## src/rtl/ssf_pkg.sv

```systemverilog
// Shared types and constants for the ssf core scheduler and its output arbiter.
package ssf_pkg;

    typedef enum logic [1:0] {
        IDLE    = 2'd0,
        RELEASE = 2'd1,
        RUN     = 2'd2
    } sched_state_t;

    localparam int ARB_FIXED = 0;
    localparam int ARB_RR    = 1;

    localparam logic [1:0] OE_IDLE  = 2'd0;
    localparam logic [1:0] OE_VALID = 2'd1;

    // Width of a core index: never narrower than one bit.
    function automatic int idx_width(input int n);
        return ($clog2(n) < 1) ? 1 : $clog2(n);
    endfunction

endpackage

```

## src/rtl/ssf_out_arbiter.sv

```systemverilog
// Picks one core per cycle from the candidate mask and registers its data.
// Owns the output registers, the round-robin pointer, collision and drop_cnt.
module ssf_out_arbiter
    import ssf_pkg::*;
#(
    parameter int N_CORES = 48,
    parameter int DATA_W  = 32,
    parameter int MODE    = ARB_FIXED,
    localparam int IDX_W  = idx_width(N_CORES)
) (
    input  logic                        clk,
    input  logic                        rst,
    input  logic                        clear,
    input  logic [N_CORES-1:0]          cand,
    input  logic [N_CORES*DATA_W-1:0]   data,
    output logic [DATA_W-1:0]           io_out,
    output logic [1:0]                  out_en,
    output logic [IDX_W-1:0]            out_idx,
    output logic                        collision,
    output logic [15:0]                 drop_cnt
);

    logic [IDX_W-1:0]  rr_ptr;
    logic [IDX_W-1:0]  win;
    logic              found;
    logic              multi;
    logic              seen;
    logic [DATA_W-1:0] win_data;

    // Winner selection and multi-candidate detection.
    always_comb begin
        win   = '0;
        found = 1'b0;
        multi = 1'b0;
        seen  = 1'b0;
        for (int i = 0; i < N_CORES; i++) begin
            if (cand[i]) begin
                if (seen) multi = 1'b1;
                seen = 1'b1;
            end
        end
        if (MODE == ARB_RR) begin
            // Search starts strictly after the pointer and wraps to 0.
            for (int i = 1; i <= N_CORES; i++) begin
                int k;
                k = int'(rr_ptr) + i;
                if (k >= N_CORES) k = k - N_CORES;
                if (!found && cand[k]) begin
                    found = 1'b1;
                    win   = IDX_W'(k);
                end
            end
        end else begin
            for (int i = 0; i < N_CORES; i++) begin
                if (!found && cand[i]) begin
                    found = 1'b1;
                    win   = IDX_W'(i);
                end
            end
        end
        win_data = data[int'(win)*DATA_W +: DATA_W];
    end

    // Registered output, pointer and collision accounting.
    always_ff @(posedge clk) begin
        if (rst) begin
            io_out    <= '0;
            out_en    <= OE_IDLE;
            out_idx   <= '0;
            collision <= 1'b0;
            drop_cnt  <= '0;
            rr_ptr    <= IDX_W'(N_CORES - 1);
        end else if (clear) begin
            io_out    <= '0;
            out_en    <= OE_IDLE;
            out_idx   <= '0;
            collision <= 1'b0;
        end else begin
            if (found) begin
                io_out  <= win_data;
                out_en  <= OE_VALID;
                out_idx <= win;
                rr_ptr  <= win;
            end else begin
                io_out  <= '0;
                out_en  <= OE_IDLE;
            end
            collision <= multi;
            if (multi && drop_cnt != 16'hFFFF) drop_cnt <= drop_cnt + 16'd1;
        end
    end

endmodule

```

## src/rtl/ssf_core_sched.sv

```systemverilog
// Staggered reset release for an array of ssf cores plus output arbitration.
// Handshake: a core offers a word when its out_en is 2'd1 and its reset is
// released; the registered out_en of 2'd1 marks io_out valid for one cycle,
// there is no back-pressure.
module ssf_core_sched
    import ssf_pkg::*;
#(
    parameter int N_CORES    = 48,
    parameter int DATA_W     = 32,
    parameter int STAGGER    = 660,
    parameter int MODE       = ARB_FIXED,
    parameter int AUTO_START = 1,
    localparam int IDX_W     = idx_width(N_CORES),
    localparam int CNT_W     = $clog2(STAGGER + 1)
) (
    input  logic                        clk,
    input  logic                        rst,
    input  logic                        start,
    input  logic                        halt,
    output logic [N_CORES-1:0]          core_rst,
    input  logic [N_CORES*DATA_W-1:0]   core_io_out,
    input  logic [2*N_CORES-1:0]        core_out_en,
    output logic [DATA_W-1:0]           io_out,
    output logic [1:0]                  out_en,
    output logic [IDX_W-1:0]            out_idx,
    output logic                        busy,
    output logic                        all_released,
    output logic                        collision,
    output logic [15:0]                 drop_cnt,
    output sched_state_t                dbg_state
);

    sched_state_t     state_q, state_d;
    logic [CNT_W-1:0] cnt;
    logic [IDX_W-1:0] idx;
    logic [IDX_W-1:0] idx_nxt;
    logic             auto_pending;
    logic             go;
    logic             step;
    logic             last_step;
    logic [N_CORES-1:0] cand;

    assign idx_nxt   = idx + IDX_W'(1);
    assign go        = start || auto_pending;
    assign step      = (cnt == CNT_W'(STAGGER - 1));
    assign last_step = step && (idx == IDX_W'(N_CORES - 2));

    // State register.
    always_ff @(posedge clk) begin
        if (rst) state_q <= IDLE;
        else     state_q <= state_d;
    end

    // Next-state logic; halt always wins over start.
    always_comb begin
        state_d = state_q;
        case (state_q)
            IDLE:    if (!halt && go) state_d = RELEASE;
            RELEASE: if (halt) state_d = IDLE;
                     else if (last_step) state_d = RUN;
            RUN:     if (halt) state_d = IDLE;
            default: state_d = IDLE;
        endcase
    end

    // Status outputs decoded from the state.
    always_comb begin
        busy         = (state_q == RELEASE);
        all_released = (state_q == RUN);
        dbg_state    = state_q;
    end

    // Release counter, release index and per-core resets.
    always_ff @(posedge clk) begin
        if (rst) begin
            cnt          <= '0;
            idx          <= '0;
            core_rst     <= '1;
            auto_pending <= (AUTO_START != 0);
        end else begin
            auto_pending <= 1'b0;
            if (halt) begin
                cnt      <= '0;
                idx      <= '0;
                core_rst <= '1;
            end else begin
                case (state_q)
                    IDLE: if (go) begin
                        core_rst[0] <= 1'b0;
                        cnt         <= '0;
                        idx         <= '0;
                    end
                    RELEASE: if (step) begin
                        cnt               <= '0;
                        idx               <= idx_nxt;
                        core_rst[idx_nxt] <= 1'b0;
                    end else begin
                        cnt <= cnt + CNT_W'(1);
                    end
                    default: ;
                endcase
            end
        end
    end

    // A core is a candidate only when it signals valid and is out of reset.
    always_comb begin
        cand = '0;
        for (int k = 0; k < N_CORES; k++)
            cand[k] = (core_out_en[2*k +: 2] == OE_VALID) && !core_rst[k];
    end

    ssf_out_arbiter #(
        .N_CORES (N_CORES),
        .DATA_W  (DATA_W),
        .MODE    (MODE)
    ) u_arb (
        .clk       (clk),
        .rst       (rst),
        .clear     (halt && (state_q != IDLE)),
        .cand      (cand),
        .data      (core_io_out),
        .io_out    (io_out),
        .out_en    (out_en),
        .out_idx   (out_idx),
        .collision (collision),
        .drop_cnt  (drop_cnt)
    );

endmodule

```

## config.mk

```make
export PLATFORM = sky130hd
export DESIGN_NAME = ssf_core_sched
export DESIGN_NICKNAME = d
export VERILOG_FILES = /design/src/rtl/ssf_pkg.sv /design/src/rtl/ssf_out_arbiter.sv /design/src/rtl/ssf_core_sched.sv
export SDC_FILE = /design/constraint.sdc
export NUM_CORES = 1
export LEC_CHECK = 0
export ABC_AREA = 1
export ABC_CLOCK_PERIOD_IN_PS = 5600
export BUFFER_PORTS_ARGS = -buffer_cell sky130_fd_sc_hd__buf_2
export CAP_MARGIN = 20
export CORE_AREA = 5 5 673 675
export DETAILED_ROUTE_END_ITERATION = 6
export DIE_AREA = 0 0 678 680
export GPL_ROUTABILITY_DRIVEN = 0
export PLACE_DENSITY = 0.3
export SETUP_SLACK_MARGIN = 0.2
export SYNTH_ARGS = -nofsm -noshare
export SYNTH_HDL_FRONTEND = slang
export SYNTH_SLANG_ARGS = --single-unit
```

## constraint.sdc

```tcl
create_clock -name clk -period 5.6 [get_ports clk]
set_clock_uncertainty 0.15 [all_clocks]
set_input_delay 0.56 -clock clk [delete_from_list [all_inputs] [get_ports clk]]
set_output_delay 0.56 -clock clk [all_outputs]
set_load 0.1 [all_outputs]
```

==> results of run 1 <==
==> cells in the mapped netlist (10+ instances only) <==
master and n:
nand3_1 1851, nand2_1 1732, inv_1 471, buf_2 145, dfxtp_1 123, nor2_1 123
clkbuf_1 70, o21ai_0 70, buf_6 64, buf_4 62, a21oi_1 42, nand3b_1 38
buf_1 37, nand2_2 19, nor3_1 19, buf_8 18, nand4_1 16, buf_12 11
nor2_4 10
==> final cells by class <==
class                           count  area (um^2)  area share, %
Clock buffer                       24        566.8         0.9779
Timing Repair inverter              4        37.54        0.06476
Inverter                          475         1848          3.188
Tap cell                         5952         7447          12.85
Timing Repair Buffer             2747        22150          38.22
Clock inverter                      7        141.4         0.2439
Sequential cell                   123         2467          4.257
Multi-Input combinational cell   3999        23120          39.89
Antenna cell                       71        177.7         0.3065
==> worst min path at each step <==
stage | start | to | slack (ns) | cells after the start
floorplan | cnt[9] | cnt[9] | 0.30 | 2
global placement | u_arb.out_idx[2] | u_arb.out_idx[2] | 0.30 | 2
detailed placement | u_arb.out_idx[2] | u_arb.out_idx[2] | 0.31 | 2
CTS | halt | dbg_state[1] | 0.10 | 2
global route | halt | dbg_state[1] | 0.13 | 2
finish | halt | dbg_state[1] | 0.17 | 2
==> logic make-up after synthesis <==
kind of cell    Yosys count  synth area share [%]
other cells               1               0.01474
simple gates           3842                 68.10
fa+ha+maj                 4                0.1967
buf+inv                 896                 18.57
xor+xnor                  9                0.3098
flops                   123                 9.677
compound gates          143                 3.132
==> state kept, by name, indices dropped and copies added (netlist names) <==
name / cells
dbg_state: 2
u_arb.out_en: 1
u_arb.drop_cnt: 16
core_rst: 48
auto_pending: 1
u_arb.out_idx: 6
cnt: 10
u_arb.collision: 1
idx: 6
u_arb.io_out: 32
==> power by group through the flow <==
| stage | clock network, uW | logic (uW) | registers [uW] |
|---|---|---|---|
| 2_1_floorplan | 0 | 428 | 929 |
| 3_3_place_gp | 0 | 1520 | 905 |
| 3_5_place_dp | 0 | 1510 | 905 |
| 4_1_cts | 1750 | 1620 | 885 |
| 5_1_grt | 1750 | 1770 | 885 |
| 6_report | 1600 | 1610 | 884 |
==> per-stage QoR <==
step / worst slack (ns) / setup TNS [ns] / instances / hold WS [ns]
after detailed placement: -2.016 / -71.87 / 13050 / 0.3095
final: -0.6012 / -16.45 / 13400 / 0.1707
after floorplan: 0.2791 / 0 / 5018 / 0.2952
after global routing: -0.9642 / -33.69 / 13380 / 0.1327
after global placement: -2.299 / -85.75 / 13050 / 0.3002
after CTS: -0.8230 / -24.72 / 13280 / 0.1011
==> placed cells by master (no fill, tap or decap), drive strengths merged, types with 2 or more instances in the layout <==
cell type | synthesis | final
xnor2 | 3 | 3
xor2 | 6 | 6
diode | 0 | 71
bufbuf | 0 | 13
nand3b | 39 | 39
nor3b | 3 | 3
nand3 | 1853 | 1853
nor2 | 133 | 133
nand2 | 1755 | 1755
inv | 475 | 479
bufinv | 0 | 4
nor4 | 9 | 9
a31oi | 7 | 7
a21oi | 42 | 42
a211oi | 8 | 8
clkinv | 0 | 2
o21a | 4 | 4
buf | 337 | 2725
dfxtp | 123 | 123
nor3 | 20 | 20
clkbuf | 83 | 33
o21ai | 70 | 70
or4 | 2 | 2
o211ai | 3 | 3
ha | 4 | 4
nand4 | 27 | 27
o2111ai | 4 | 4
==> repair_timing <==
item	CTS	global route
endpoints found under the hold margin	0	0
resized for setup	963	383
pin swaps	147	148
cloned	50	10
endpoints found under the setup margin	56	56
setup buffers	147	39
==> per-layer routing <==
metal / global-route usage [%] / wire (um) / up-vias / share of wire [%]
li1: - / - / 21290 / -
met1: 19.16 / 158600 / 21360 / 41
met2: 29.67 / 199100 / 1797 / 52
met3: 3.353 / 22600 / 431 / 5.9
met4: 1.235 / 5098 / 96 / 1.3
met5: 0 / 616 / - / 0.16
==> results.py, run 1 <==
metrics = {
    "floorplanning": {
        "fp.dieW_um": 678,
        "die_h_um": 680,
        "placementRows": 246,
        "fp.coreArea_um2": 446900,
        "start_util_pct": 5.694,
        "dieArea_um2": 461000,
        "io_pins": 1745,
    },
    "global_routing": {
        "track_usage_pct": 15.86,
        "antenna_found_initial": 244,
        "grt_pass1_wl_um": 478500,
        "grt_max_degree": 86,
        "grt_overflow": 0,
        "grt_pass1_vias": 45090,
    },
    "clock_network": {
        "hold_buffers": 0,
        "cts_max_level": 4,
        "clkSinkCount": 123,
        "worstSkewPairLatency_ns": 0.57,
        "tritoncts": "built",
        "cts_root_buf": "clkbuf_16",
        "cts.path.max_buffers": 3,
        "clk_pin_slew_ns": 0.09,
        "numCtsBuffers": 21,
    },
    "sta": {
        "layout_setup_ws_ns": -0.6012,
        "max_slew_margin_pct": 30.75,
        "min_period_ns": 6.201,
        "clock.fmax_ghz": 0.1613,
        "grt_setup_unrepaired": "true",
        "tightest_slew_ns": 1.031,
        "hold_violations": 0,
        "setup-violations-final": 40,
        "fin_crit_sh_pct": 110.7,
        "maxSlewViolCount": 0,
    },
    "yosys": {
        "yosys_warnings": 0,
        "syn_nets": 6658,
        "netlist_area_um2": 25450,
        "synth.largest_area_cell": "nand3_1",
        "synth_ff_type": "dfxtp_1",
        "synth_enable_flop_cells": 0,
        "synth_cell_types": 50,
        "ys_seq_area_share_pct": 9.677,
        "synth-seq-cells": 123,
        "synthArstFlopShare_pct": 0,
        "synth.avg_cell_area_um2": 5.071,
        "syn_inst": 5018,
        "yosys.area.top_type_share_pct": 36.41,
        "netlist_top_cells_area": "nand3_1, nand2_1, dfxtp_1",
    },
    "route": {
        "routed_wl_um": 386100,
        "postRouteAntennaNets": 0,
        "viasPerCell": 3.355,
        "wl_per_cell_um": 28.81,
        "vias": 44970,
        "drt_iter0_drc": 2745,
        "dr.pass1.iters": 7,
        "drcViolationCount": 2,
    },
    "critical_path": {
        "critPathCaptureType": "flip-flop",
        "r2r_start": "core_rst[3]",
        "endpoint": "u_arb.io_out[19]",
        "arrival_ns": 6.52,
        "crit_required_ns": 5.92,
        "cpPeakStageDelay_ns": 0.35,
        "crit_type": "reg2reg",
        "path_buf_inv": 12,
        "critical-path-top-delay-family": "simple AND/OR/NAND/NOR gates",
        "reg2reg_slack_ns": -0.60,
        "cp_num_cells": 47,
        "cp-start-kind": "flip-flop",
        "path_common_cell": "nor2_4",
        "crit_start": "core_rst[3]",
        "r2r_cells": 47,
        "slowest_stage": "dfxtp_2",
        "cp_max_fo": 7,
        "rr_endpoint": "u_arb.io_out[19]",
    },
    "layout": {
        "drive_gt1_share_pct": 49.32,
        "syn2layout_area_growth_pct": 127.8,
        "final_cell_area_um2": 57960,
        "final_util_pct": 12.97,
        "nNetsFinal": 9011,
        "n_fill_cell": 52670,
    },
    "place": {
        "dpl_cell_area_um2": 47440,
        "hpwl_um": 327300,
        "port_buffers": 1743,
    },
    "power": {
        "ir_worst_vdd_uv": 131.1,
        "power_leakage_uw": 0.02820,
        "sw_frac_of_total_pct": 37.44,
        "internal_power_uw": 2566,
        "powerDensity_nw_per_um2": 70.77,
        "p_total_uw": 4102,
        "power_frac_seq_pct": 21.6,
        "netSwitchingPower_uw": 1536,
        "combinationalPowerShare_pct": 39.3,
        "clock_power_share_pct": 39.1,
    },
    "outcome": {
        "violations": "DRC, setup timing",
        "outcome": "complete, but fails checks",
    },
    "run": {
        "maxCapViolCount": 0,
    },
    "worst_hold_path": {
        "min_path_type": "in2reg",
    },
}
Power figures use the tool's default switching activity.
==> run 2, diff against run 1 <==
--- a/config.mk
+++ b/config.mk
@@ -14,6 +14,7 @@
 export DIE_AREA = 0 0 678 680
 export GPL_ROUTABILITY_DRIVEN = 0
 export PLACE_DENSITY = 0.3
+export RECOVER_POWER = 25
 export SETUP_SLACK_MARGIN = 0.2
 export SYNTH_ARGS = -nofsm -noshare
 export SYNTH_HDL_FRONTEND = slang
==> constraint.sdc (replaced) <==
create_clock -name clk -period 5.6 [get_ports clk]
set_clock_uncertainty 0.15 [all_clocks]
set_input_delay 0.56 -clock clk [delete_from_list [all_inputs] [get_ports clk]]
set_output_delay 0.56 -clock clk [all_outputs]
set_load 0.005 [all_outputs]
==> results.py, run 2 (synthesized netlist as in run 1, its figures left out) <==
metrics = {
    "outcome": {
        "outcome": "complete, but fails checks",
        "violations": "setup timing",
    },
    "critical_path": {
        "crit_required_ns": 5.93,
        "critPathCaptureType": "flip-flop",
        "r2r_start": "core_rst[2]",
        "reg2reg_slack_ns": -0.35,
        "cp-start-kind": "flip-flop",
        "r2r_cells": 45,
        "arrival_ns": 6.27,
        "path_common_cell": "nor2_4",
        "slowest_stage": "dfxtp_2",
        "cp_max_fo": 17,
        "path_buf_inv": 13,
        "critical-path-top-delay-family": "simple AND/OR/NAND/NOR gates",
        "crit_type": "reg2reg",
        "rr_endpoint": "u_arb.io_out[24]",
        "cpPeakStageDelay_ns": 0.35,
    },
    "clock_network": {
        "worstSkewPairLatency_ns": 0.57,
        "clkSinkCount": 123,
        "numCtsBuffers": 21,
        "tritoncts": "built",
        "clk_pin_slew_ns": 0.09,
        "cts.path.max_buffers": 3,
        "cts_root_buf": "clkbuf_16",
        "hold_buffers": 0,
        "cts_max_level": 4,
    },
    "power": {
        "p_total_uw": 4021,
        "combinationalPowerShare_pct": 40.6,
        "internal_power_uw": 2486,
        "clock_power_share_pct": 37.4,
        "powerDensity_nw_per_um2": 71.44,
        "ir_worst_vdd_uv": 111.3,
        "netSwitchingPower_uw": 1535,
        "power_frac_seq_pct": 22.0,
        "sw_frac_of_total_pct": 38.18,
        "power_leakage_uw": 0.02722,
    },
    "place": {
        "port_buffers": 1743,
        "hpwl_um": 329200,
        "pre_cts_ws_ns": -1.598,
        "dpl_cell_area_um2": 46830,
    },
    "sta": {
        "hold_violations": 0,
        "layout_setup_ws_ns": -0.3464,
        "fin_tns_setup_ns": -6.472,
        "fin_crit_sh_pct": 106.2,
        "whs_ns": 0.1830,
        "grt_setup_unrepaired": "true",
        "min_period_ns": 5.946,
        "maxSlewViolCount": 0,
        "max_slew_margin_pct": 42.50,
        "clock.fmax_ghz": 0.1682,
        "setup-violations-final": 32,
        "tightest_slew_ns": 0.8605,
    },
    "route": {
        "dr.pass1.iters": 7,
        "wl_per_cell_um": 28.58,
        "drcViolationCount": 0,
        "routed_wl_um": 380600,
        "vias": 44270,
        "drt_iter0_drc": 2644,
        "postRouteAntennaNets": 0,
        "viasPerCell": 3.324,
    },
    "layout": {
        "largest_register_ffs": 48,
        "n_fill_cell": 52900,
        "drive_gt1_share_pct": 47.40,
        "final_common_cell": "buf_2",
        "top_register": "core_rst",
        "syn2layout_area_growth_pct": 121.2,
        "reg.largest.list": "core_rst x48, u_arb.io_out x32, u_arb.drop_cnt x16",
        "nNetsFinal": 8931,
        "final_cell_area_um2": 56280,
        "final_cell_mix": "buf_2, nand2_1, nand3_1",
    },
    "worst_hold_path": {
        "min_path_type": "in2reg",
        "hold_path_depth": 2,
        "holdPathEnd": "dbg_state[1]",
        "min-delay-start": "halt",
    },
    "global_routing": {
        "track_usage_pct": 15.54,
        "grt_pass1_wl_um": 468500,
        "grt_max_degree": 71,
        "grt_pass1_vias": 44570,
        "antenna_found_initial": 231,
        "grt_overflow": 0,
    },
    "floorplanning": {
        "fp.dieW_um": 678,
        "start_util_pct": 5.694,
        "die_h_um": 680,
        "fp.coreArea_um2": 446900,
        "io_pins": 1745,
        "placementRows": 246,
        "dieArea_um2": 461000,
    },
    "run": {
        "maxCapViolCount": 0,
    },
}
-- run 2: power by group through the flow --
stage,Clock (uW),Sequential [uW],Combinational [uW]
3_3_place_gp,0,906,1540
5_1_grt,1640,885,1780
3_5_place_dp,0,905,1530
2_1_floorplan,0,902,418
6_report,1500,885,1630
4_1_cts,1660,885,1610
-- run 2: how the worst max path moves through the flow --
stage	to	depth (start not counted)	start
after CTS	u_arb.io_out[30]	43	core_rst[2]
after floorplan	u_arb.io_out[19]	38	core_out_en[3]
after global routing	u_arb.io_out[24]	45	core_rst[2]
after global placement	u_arb.io_out[21]	40	core_out_en[4]
final	u_arb.io_out[24]	45	core_rst[2]
after detailed placement	u_arb.io_out[25]	43	core_out_en[4]
-- run 2: layout make-up --
| type | instances | area (um^2) | share of cell area, % |
|---|---|---|---|
| tap | 5952 | 7447 | 13.23 |
| sequential | 123 | 2469 | 4.386 |
| inverter | 475 | 1843 | 3.275 |
| clock inverter | 5 | 80.08 | 0.1423 |
| antenna | 66 | 165.2 | 0.2934 |
| timing repair buffer | 2670 | 20700 | 36.78 |
| clock buffer | 26 | 574.3 | 1.020 |
| timing repair inverter | 1 | 20.02 | 0.03557 |
| multi-input combinational | 3999 | 22980 | 40.84 |
-- run 2: through the flow --
stage | util [%] | cells
after floorplan | - | 5018
after global placement | 10.48 | 12990
after detailed placement | 10.48 | 12990
after CTS | 11.75 | 13170
after global routing | 12.58 | 13290
final | 12.59 | 13320
-- run 2: per-layer routing --
metal	vias to the layer above	wire length, um	share of wire (%)	global-route usage (%)
met5	-	669	0.18	0
met4	106	6361	1.7	1.950
met3	398	23220	6.1	3.703
met2	1705	198300	52	29.29
met1	20950	152100	40	18.06
li1	21110	-	-	-
-- run 2: repair_timing --
action / 4_1_cts / 5_1_grt
setup buffers: 111 / 71
cloned: 34 / 11
gates resized for setup: 680 / 600
pin swaps: 78 / 182
setup endpoints to repair: 49 / 55
-- run 2: worst reg2reg max path: cells and delay by family, from the launching register on --
kind,cells,cell delay (ns)
DFF,1,0.35
AOI/OAI and AO/OA,1,0.10
and+or+nand+nor,31,3.70
buffers and inverters,13,1.62
